`config.mk`:
```
export PLATFORM = sky130hd
export DESIGN_NAME = fifo_controller
export DESIGN_NICKNAME = d
export VERILOG_FILES = /design/src/rtl/fifo_pkg.sv /design/src/rtl/fifo_wr_strobe.sv /design/src/rtl/fifo_controller.sv
export SDC_FILE = /design/constraint.sdc
export NUM_CORES = 1
export LEC_CHECK = 0
export ABC_AREA = 1
export CAP_MARGIN = 40
export CORE_AREA = 2 2 39 41
export DETAILED_ROUTE_END_ITERATION = 12
export DIE_AREA = 0 0 41 43
export PLACE_DENSITY = 0.71
export SLEW_MARGIN = 20
export SYNTH_ARGS = -nofsm -noshare
export SYNTH_HDL_FRONTEND = slang
export SYNTH_SLANG_ARGS = --single-unit
```
`constraint.sdc`:
```
create_clock -name clk -period 4.7 [get_ports clk]
set_clock_uncertainty 0.2 [all_clocks]
set_input_delay 0.47 -clock clk [delete_from_list [all_inputs] [get_ports clk]]
set_output_delay 0.47 -clock clk [all_outputs]
set_load 0.01 [all_outputs]
```
`src/rtl/fifo_pkg.sv`:
```
// fifo_pkg -- shared constants and write-FSM encoding for the FIFO controller.
//   DEPTH : default number of FIFO entries (power of two)
//   PTR_W : pointer width, log2(DEPTH)
//   CNT_W : occupancy counter width, holds 0..DEPTH
//   wr_state_e : write-strobe FSM states
package fifo_pkg;

   parameter int unsigned DEPTH = 4;
   parameter int unsigned PTR_W = 2;
   parameter int unsigned CNT_W = PTR_W + 1;

   typedef enum logic [0:0] {
      WR_IDLE   = 1'b0,
      WR_STROBE = 1'b1
   } wr_state_e;

endpackage

```
`src/rtl/fifo_wr_strobe.sv`:
```
// fifo_wr_strobe -- two-state write handshake FSM.
// An accepted write spends exactly one cycle in WR_STROBE, during which the
// registered data_ready strobe is high; the entry is committed on the edge that
// leaves WR_STROBE.
// Ports:
//   clk         : clock, rising edge
//   reset_n     : asynchronous active-low reset
//   wr_en       : upstream write request
//   space_avail : committed occupancy below DEPTH
//   wr_ready    : write accepted this cycle if wr_en is high
//   data_ready  : registered write strobe to the datapath
//   commit      : the current edge commits the strobed entry
module fifo_wr_strobe
   import fifo_pkg::*;
(
   input  logic clk,
   input  logic reset_n,
   input  logic wr_en,
   input  logic space_avail,
   output logic wr_ready,
   output logic data_ready,
   output logic commit
);

   wr_state_e state_q, state_d;

   always_ff @(posedge clk or negedge reset_n) begin
      if (!reset_n) begin
         state_q <= WR_IDLE;
      end else begin
         state_q <= state_d;
      end
   end

   always_comb begin
      state_d  = state_q;
      wr_ready = 1'b0;
      unique case (state_q)
         WR_IDLE: begin
            wr_ready = space_avail;
            if (wr_en && space_avail) begin
               state_d = WR_STROBE;
            end
         end
         // wr_en here is ignored: at most one write per two clocks.
         WR_STROBE: state_d = WR_IDLE;
      endcase
   end

   // Straight decode of the state register, so the strobe is glitch-free and
   // drops as soon as reset is asserted.
   assign data_ready = (state_q == WR_STROBE);
   assign commit     = (state_q == WR_STROBE);

endmodule

```
`src/rtl/fifo_controller.sv`:
```
// fifo_controller -- control path of a single-clock FIFO with an external
// datapath (memory addressed by write_pointer/read_pointer).
// Optional feature: define FIFO_CTRL_LEVEL_EN to drive level/almost_full from
// the occupancy counter; otherwise both are tied low.
// Ports:
//   clk, reset_n   : clock (rising edge), asynchronous active-low reset
//   wr_en/wr_ready : upstream write request / accept
//   rd_en          : downstream read request (zero latency)
//   data_valid     : FIFO holds at least one committed entry
//   data_ready     : registered datapath write strobe
//   write_pointer  : datapath write address
//   read_pointer   : datapath read address
//   full           : committed count == DEPTH
//   overflow       : sticky, write attempted while full
//   underflow      : sticky, read attempted while empty
//   err_clr        : synchronous clear of the sticky flags (set wins)
//   level          : committed occupancy
//   almost_full    : level >= DEPTH-1
module fifo_controller
   import fifo_pkg::*;
#(
   parameter int unsigned DEPTH = fifo_pkg::DEPTH,
   parameter int unsigned PTR_W = fifo_pkg::PTR_W
) (
   input  logic             clk,
   input  logic             reset_n,
   input  logic             wr_en,
   output logic             wr_ready,
   input  logic             rd_en,
   output logic             data_valid,
   output logic             data_ready,
   output logic [PTR_W-1:0] write_pointer,
   output logic [PTR_W-1:0] read_pointer,
   output logic             full,
   output logic             overflow,
   output logic             underflow,
   input  logic             err_clr,
   output logic [PTR_W:0]   level,
   output logic             almost_full
);

   localparam int unsigned CntW = PTR_W + 1;

   logic [CntW-1:0]  count_q, count_d;
   logic [PTR_W-1:0] wr_ptr_q, wr_ptr_d;
   logic [PTR_W-1:0] rd_ptr_q, rd_ptr_d;
   logic             overflow_q, overflow_d;
   logic             underflow_q, underflow_d;
   logic             space_avail;
   logic             commit;
   logic             rd_fire;

   fifo_wr_strobe u_wr_strobe (
      .clk         (clk),
      .reset_n     (reset_n),
      .wr_en       (wr_en),
      .space_avail (space_avail),
      .wr_ready    (wr_ready),
      .data_ready  (data_ready),
      .commit      (commit)
   );

   assign space_avail = (count_q < CntW'(DEPTH));
   assign data_valid  = (count_q != '0);
   assign full        = (count_q == CntW'(DEPTH));
   assign rd_fire     = rd_en & data_valid;

   always_comb begin
      wr_ptr_d = wr_ptr_q;
      rd_ptr_d = rd_ptr_q;
      count_d  = count_q;
      // Pointers wrap naturally at DEPTH since DEPTH is a power of two.
      if (commit) begin
         wr_ptr_d = wr_ptr_q + 1'b1;
      end
      if (rd_fire) begin
         rd_ptr_d = rd_ptr_q + 1'b1;
      end
      unique case ({commit, rd_fire})
         2'b10:   count_d = count_q + 1'b1;
         2'b01:   count_d = count_q - 1'b1;
         default: count_d = count_q;
      endcase
      // Sticky error flags: a new event in the clearing cycle wins.
      overflow_d  = (overflow_q & ~err_clr) | (wr_en & full);
      underflow_d = (underflow_q & ~err_clr) | (rd_en & ~data_valid);
   end

   always_ff @(posedge clk or negedge reset_n) begin
      if (!reset_n) begin
         count_q     <= '0;
         wr_ptr_q    <= '0;
         rd_ptr_q    <= '0;
         overflow_q  <= 1'b0;
         underflow_q <= 1'b0;
      end else begin
         count_q     <= count_d;
         wr_ptr_q    <= wr_ptr_d;
         rd_ptr_q    <= rd_ptr_d;
         overflow_q  <= overflow_d;
         underflow_q <= underflow_d;
      end
   end

   assign write_pointer = wr_ptr_q;
   assign read_pointer  = rd_ptr_q;
   assign overflow      = overflow_q;
   assign underflow     = underflow_q;

`ifdef FIFO_CTRL_LEVEL_EN
   assign level       = count_q;
   assign almost_full = (count_q >= CntW'(DEPTH - 1));
`else
   assign level       = '0;
   assign almost_full = 1'b0;
`endif

endmodule

```
# Word level (Yosys, flattened, before mapping)
# Cells that the tools add are included.
# op_classes
n_addsub,4
n_lt_le_gt_ge,1
n_eq_ne,3
mux,4
bitwise_logic,10
n_reduce_logical,3
# ops
cell,count
$pmux 3 s2,1
$and 1x1->1,5
$add 2x1->2 const B,2
$add 3x1->3 const B,1
$eq 3x3->1 const B,1
$lt 3x3->1 const B,1
$not 1->1,3
$reduce_bool 3->1,1
$sub 3x1->3 const B,1
$eq 2x1->1 const B,1
$eq 2x2->1 const B,1
$mux 1,2
$or 1x1->1,2
$pmux 1 s2,1
$reduce_bool 2->1,1
$logic_and 1x1->1,1
# word_totals
regBits,10
input_bits,5
output_inout_bits,14

# Longest topological paths before layout
# Gate-level depths: netlist of the first run.
# depth
word_depth,4
mapped_depth,12

# Hierarchy
# Synthesis of the first run repeated with hierarchy kept, for this count alone.
# unflattened
cells_unflattened,62
area_unflattened_um2,543.0
# modules_own_cells
mod,instances,cells_each,area_per_inst_um2,seq_area_each_um2
fifo_controller,1,56,493.0,225.2
fifo_wr_strobe,1,6,50.0,25.0

# Least setup slack after synthesis of the first run
# OpenSTA, ideal clock, no wires.
# synth_path
path_kind,reg-to-reg
from,reg count_q[0]
to,reg count_q[2]
setup_ns,0.117
arrival_time_ns,1.465
t_required_ns,4.383
path_slack_ns,2.918
path_stages_with_launch,12
path_buffers,0
path_cell_list,dfrtp_1 > inv_2 > nand3_4 > nand2_4 > inv_1 > ha_1 > inv_1 > fa_1 > nand2_1 > nand3_1 > nand2_1 > nand2_1
# synth_between
elab_chain_cells,4
# synth_rtl
element,line_no,rtl
start: declaration,fifo_controller.sv:44,"logic [CntW-1:0] count_q, count_d;"
start signal: assignment,fifo_controller.sv:97,count_q <= count_d;
$reduce_bool 3->1 (*),fifo_controller.sv:64,assign data_valid = (count_q != '0);
named net data_valid,fifo_controller.sv:30,"output logic data_valid,"
$and 1x1->1 (*),fifo_controller.sv:66,assign rd_fire = rd_en & data_valid;
$eq 2x1->1 / $eq 2x2->1 (equally long branches),fifo_controller.sv:79,"unique case ({commit, rd_fire})"
$pmux 3 s2 / $reduce_bool 2->1 (equally long branches),-,
# Mark *: on every way through the listed nets, which the timed path passes. The rest lies on a longest branch.
# A chain may end at the register's enable or synchronous reset.

# Final worst setup path of the first run
# layout_path
from,reg count_q[2]
to,out full
# layout_between
elab_chain_cells,1
# layout_rtl
element,line_no,rtl
$eq 3x3->1,fifo_controller.sv:65,assign full = (count_q == CntW'(DEPTH));
end: declaration,fifo_controller.sv:34,"output logic full,"
# Every way passes these cells.

==> summary.txt, run 1 <==
Placement
  – Hpwl dp: 677 um
  – Inst Count DP: 89
  – IO Port Bufs: 14
  – GPL Wtd Cong: 0.717
  – Placed instance area: 671 um^2
  – Post-place setup slack: 2.35 ns

Clock network
  – Max clock buf depth: 2
  – Setup Buffers After CTS: 0
  – Post-CTS Resized: 0
  – Num CTS Buffers: 3
  – Clock Latency Late Sink: 0.26 ns
  – CTS H-tree lvls: 1
  – CTS Hold Buffers Added: 0
  – Root Buffer: clkbuf_4
  – Clock-pin slew on the worst setup and hold paths: 0.07 ns
  – CTS tree: done
  – Sink Count: 10

STA
  – Fmax: 0.468 GHz
  – Fin crit share: 45.4%
  – Max-slew violation count: 0
  – Count of final hold-check violations: 0
  – Worst setup margin: 2.57 ns
  – RSZ-0062 raised after global routing: no
  – Post-layout min period: 2.13 ns
  – # setup viols final: 0
  – Hold slack final: 0.272 ns
  – Setup TNS: 0 ns

Critical path
  – Crit-path max FO: 4
  – Critical path type: reg -> out
  – CP endpoint kind: output pin
  – CP required: 4.03 ns
  – Crit path DAT: 1.46 ns
  – Critical path launch point type: register

Final layout
  – Multi-input gate area: 211 um^2
  – Layout Nets: 85
  – Layout Utilization: 51.1%
  – Reg area: 250 um^2
  – Fraction of layout cells with a size suffix above 1: 11.7%
  – Syn-to-layout area delta: 33.6%
  – Fill cells: 140
  – Design area: 707 um^2
  – N_diodes: 0
  – Fin cells: 93

Floorplanning
  – Width of the die: 41 um
  – Core area: 1380 um^2
  – Row count: 14
  – I/O pin count: 19
  – Die height: 43 um
  – Die area: 1760 um^2
  – Initial core utilization: 38.2%

Synth
  – Seq/Total Area, Yosys: 47.3%
  – Ys Warns: 0
  – Cell count after synthesis: 60
  – Syn Area/Cell: 8.82 um^2
  – Mapped cell area: 529 um^2
  – Flops & latches, synth: 10
  – Yosys cell types: 18

Pwr
  – Power, Total: 494 uW
  – Leak: 0.353 nW
  – PD cells: 698 nW/um^2
  – Max VDD drop: 0.000282 V

Worst hold path
  – Min-delay worst type: reg -> reg

Drt
  – Final ANT Viol Nets: 0
  – Drt initial violations: 7
  – Residual DRC count: 0
  – Final wirelength: 902 um
  – Via density: 4.42
  – Avg WL per Cell: 9.70 um
  – Vias: 411
  – TritonRoute pass-1 iters: 4

Global routing
  – Pin count of the biggest net entering global routing: 11
  – Initial antenna violation count: 0
  – Grt total ovfl: 0
  – Tot GR Track Use: 13.4%
  – First-pass GRT wire length: 1480 um
  – Vias in the first global route: 363

Outcome
  – Status: finished clean

Job
  – Max-cap violations: 0
==> cell type report <==
cell class,instances,share of cell area (%)
flip-flops and latches,10,35.4
multi-input cells,36,29.9
repair buffers,14,19.8
inverters,13,6.90
clock buffers,4,5.13
well taps,16,2.83
==> metal layers <==
metal | part of all wire [%] | track usage (%)
met1 | 42 | 15.3
met2 | 46 | 18.4
met3 | 8.2 | 4.71
met4 | 4.1 | 12.0
met5 | 0 | 0
==> power breakdown <==
| group | internal (mW) | total (mW) | switching, mW |
|---|---|---|---|
| clock network | 0.0470 | 0.0768 | 0.0298 |
| logic | 0.128 | 0.253 | 0.125 |
| registers | 0.128 | 0.164 | 0.0360 |
==> path summary, 6_finish.rpt <==
check                                                  start                      endpoint  slack [ns]  cells past startpoint
worst max-delay path                  count_q[2]$_DFFE_PN0P_                          full        2.57                      3
worst min-delay path            write_pointer[1]$_DFFE_PN0P_  write_pointer[1]$_DFFE_PN0P_        0.27                      1
worst max register to register        count_q[2]$_DFFE_PN0P_        count_q[1]$_DFFE_PN0P_        2.79                      8
worst min register to register  write_pointer[1]$_DFFE_PN0P_  write_pointer[1]$_DFFE_PN0P_        0.27                      1
max in group asynchronous                            reset_n   read_pointer[1]$_DFFE_PN0N_        3.67                      1
min in group asynchronous                            reset_n  u_wr_strobe.commit$_DFF_PN0_        0.32                      1
==> cell usage after synthesis <==
cell type / n / area share (%)
nand3_1: 3 / 2.8
fa_1: 1 / 3.8
o22ai_1: 1 / 1.2
nand2_1: 14 / 9.9
xnor2_1: 2 / 3.3
nor3_1: 1 / 0.94
nor2_1: 2 / 1.4
conb_1: 1 / 0.71
ha_1: 1 / 2.4
nand2_4: 1 / 2.1
inv_2: 3 / 2.1
dfrtp_1: 10 / 47
xor2_1: 1 / 1.7
o21ai_0: 2 / 1.9
nand4_1: 2 / 2.4
inv_1: 10 / 7.1
buf_4: 4 / 5.7
nand3_4: 1 / 3.3
==> placed cells by master, fill, tap and decap left out, types with 2 or more instances in the layout <==
master           synthesis  routed
inv_1                   10      10
nor2_1                   2       2
conb_1                   1       4
nand2_1                 14      14
o21ai_0                  2       2
dfrtp_1                 10      10
clkdlybuf4s50_1          0      14
clkbuf_4                 0       3
xnor2_1                  2       2
nand4_1                  2       2
nand3_1                  3       3
inv_2                    3       3
==> worst max-delay path, stage by stage, from the launching register on <==
cell,delay [ns]
dfrtp_1,0.41
inv_2,0.09
nor3_1,0.14
clkdlybuf4s50_1,0.56
==> state kept, by name (all words and copies together) (netlist names) <==
register            flops
count_q                 3
read_pointer            2
write_pointer           2
overflow                1
u_wr_strobe.commit      1
underflow               1
==> kinds of logic after synthesis <==
logic type | count (synthesis) | synth area share [%]
simple gates | 24 | 22.9
fa+ha+maj | 2 | 6.15
buf+inv | 17 | 14.9
flops | 10 | 47.3
other cells | 1 | 0.709
compound gates | 3 | 3.07
xor+xnor | 3 | 4.97
Power figures use the tool's default switching activity.
==> inputs of run 2 (changes only) <==
--- a/config.mk
+++ b/config.mk
@@ -7,10 +7,10 @@
 export LEC_CHECK = 0
 export ABC_AREA = 1
 export CAP_MARGIN = 40
-export CORE_AREA = 2 2 39 41
+export CORE_MARGIN = 2
+export CORE_UTILIZATION = 37
 export DETAILED_ROUTE_END_ITERATION = 12
-export DIE_AREA = 0 0 41 43
-export PLACE_DENSITY = 0.71
+export PLACE_DENSITY = 0.7
 export SLEW_MARGIN = 20
 export SYNTH_ARGS = -nofsm -noshare
 export SYNTH_HDL_FRONTEND = slang
==> constraint.sdc (replaced) <==
create_clock -name clk -period 1.9 [get_ports clk]
set_clock_uncertainty 0.2 [all_clocks]
set_input_delay 0.19 -clock clk [delete_from_list [all_inputs] [get_ports clk]]
set_output_delay 0.19 -clock clk [all_outputs]
set_load 0.01 [all_outputs]
==> summary.txt, run 2 (synthesized netlist as in run 1, its figures left out) <==
Final layout
  – N_diodes: 0
  – Design area: 768 um^2
  – Layout Nets: 92
  – Top reg by flops: count_q
  – Fill cells: 105
  – Largest register FFs: 3
  – Syn-to-layout area delta: 45.2%
  – Fraction of layout cells with a size suffix above 1: 22.6%
  – Most frequent cells in the layout: nand2_1, clkdlybuf4s50_1, inv_1, dfrtp_1, buf_4

Drt
  – TritonRoute pass-1 iters: 4
  – Final ANT Viol Nets: 0
  – Drt initial violations: 5
  – Final wirelength: 923 um
  – Via density: 4.36
  – Residual DRC count: 0
  – Vias: 432
  – Avg WL per Cell: 9.32 um

Pwr
  – Net Sw Frac: 37.4%
  – Psw: 494 uW
  – Leak: 0.388 nW
  – Flop pwr share: 30.0%
  – Clock Power Share: 14.6%
  – PD cells: 1720 nW/um^2
  – Max VDD drop: 0.000633 V
  – Pint: 827 uW
  – Combinational fraction of design power: 55.4%

Floorplanning
  – Die height: 41.8 um
  – Width of the die: 41.8 um
  – Row count: 13
  – Initial core utilization: 40.2%
  – Core area: 1320 um^2
  – Die area: 1750 um^2
  – I/O pin count: 19

Critical path
  – CP required: 1.51 ns
  – RR Endpoint: count_q[2]$_DFFE_PN0P_
  – Crit-path max FO: 3
  – Slowest-stage cell, CP: clkdlybuf4s50_1
  – Critical path type: reg -> out
  – Worst path top cell family by delay: buffers and inverters
  – Critical R2R Launch: count_q[0]$_DFFE_PN0P_
  – Critical Path Max Stage Delay: 0.54 ns
  – Worst r2r path cells: 11
  – CP endpoint kind: output pin
  – CP bufs+invs: 2
  – Critical path launch point type: register
  – Crit path DAT: 1.43 ns
  – R2r setup slk: 0.13 ns
  – Crit-path cells: buf_4, nor2_1, clkdlybuf4s50_1

Global routing
  – Initial antenna violation count: 0
  – Grt total ovfl: 0
  – Vias in the first global route: 357
  – First-pass GRT wire length: 1560 um
  – Tot GR Track Use: 12.6%
  – Pin count of the biggest net entering global routing: 11

STA
  – Fmax: 0.550 GHz
  – Fin crit share: 95.8%
  – Count of final hold-check violations: 0
  – # setup viols final: 0
  – Max-slew violation count: 0
  – Worst setup margin: 0.0807 ns
  – RSZ-0062 raised after global routing: no
  – Post-layout min period: 1.82 ns

Placement
  – Hpwl dp: 734 um
  – GPL Wtd Cong: 0.758
  – Placed instance area: 707 um^2
  – Post-place setup slack: -0.134 ns
  – IO Port Bufs: 14

Outcome
  – Status: finished clean

Clock network
  – Sink Count: 10
  – CTS Hold Buffers Added: 0
  – CTS tree: done
  – Clock-pin slew on the worst setup and hold paths: 0.07 ns
  – Num CTS Buffers: 3
  – CTS H-tree lvls: 1
  – Clock Latency Late Sink: 0.27 ns
  – Root Buffer: clkbuf_4
  – Max clock buf depth: 2

Worst hold path
  – Min-delay worst type: in -> async

Job
  – Max-cap violations: 0
-- run 2: repair_timing --
| item | CTS | global route |
|---|---|---|
| pin swaps | 0 | 1 |
| gates resized for setup | 0 | 5 |
| setup buffers | 2 | 0 |
| endpoints found under the hold margin | 0 | 0 |
| setup endpoints to repair | 1 | 3 |
-- run 2: layout make-up --
type / count / area, um^2 / share of cell area (%)
inverters: 13 / 48.8 / 6.35
clock buffers: 4 / 36.3 / 4.72
flip-flops and latches: 10 / 250 / 32.6
repair buffers: 21 / 195 / 25.4
multi-input cells: 36 / 219 / 28.5
well taps: 15 / 18.8 / 2.44
-- run 2: power groups by stage --
stage                     combinational (mW)  sequential, mW  clock (mW)
after detailed placement               0.686           0.402           0
final                                  0.733           0.396       0.193
after global placement                 0.671           0.399           0
after global routing                   0.799           0.414       0.221
after CTS                              0.721           0.398       0.204
after floorplan                        0.342           0.431           0
-- run 2: metal layers --
metal | up-vias | share of wire, % | track usage, %
met5 | - | 0 | 0
met2 | 16 | 46 | 17.2
met4 | 0 | 1.5 | 9.68
met3 | 2 | 5.3 | 6.52
li1 | 225 | - | -
met1 | 189 | 47 | 14.6
-- run 2: through the flow --
step | hold WS [ns] | TNS, ns | utilization [%] | power, mW | std cells
2_1_floorplan | -0.306 | 0 | - | 0.773 | 63
3_3_place_gp | 0.261 | -0.131 | 53.7 | 1.07 | 93
3_5_place_dp | 0.265 | -0.182 | 53.7 | 1.09 | 93
4_1_cts | 0.0391 | 0 | 57.5 | 1.32 | 99
5_1_grt | 0.0583 | 0 | 58.3 | 1.43 | 99
6_report | 0.0353 | 0 | 58.3 | 1.32 | 99
-- run 2: worst max-delay path by stage --
stage                      startpoint                      to  cells past startpoint
3_5_place_dp                    rd_en  count_q[2]$_DFFE_PN0P_                     10
5_1_grt        count_q[0]$_DFFE_PN0P_                    full                      2
4_1_cts        count_q[1]$_DFFE_PN0P_              data_valid                      4
6_report       count_q[2]$_DFFE_PN0P_                wr_ready                      3
2_1_floorplan  count_q[0]$_DFFE_PN0P_  count_q[2]$_DFFE_PN0P_                     11
3_3_place_gp                    rd_en  count_q[2]$_DFFE_PN0P_                     10
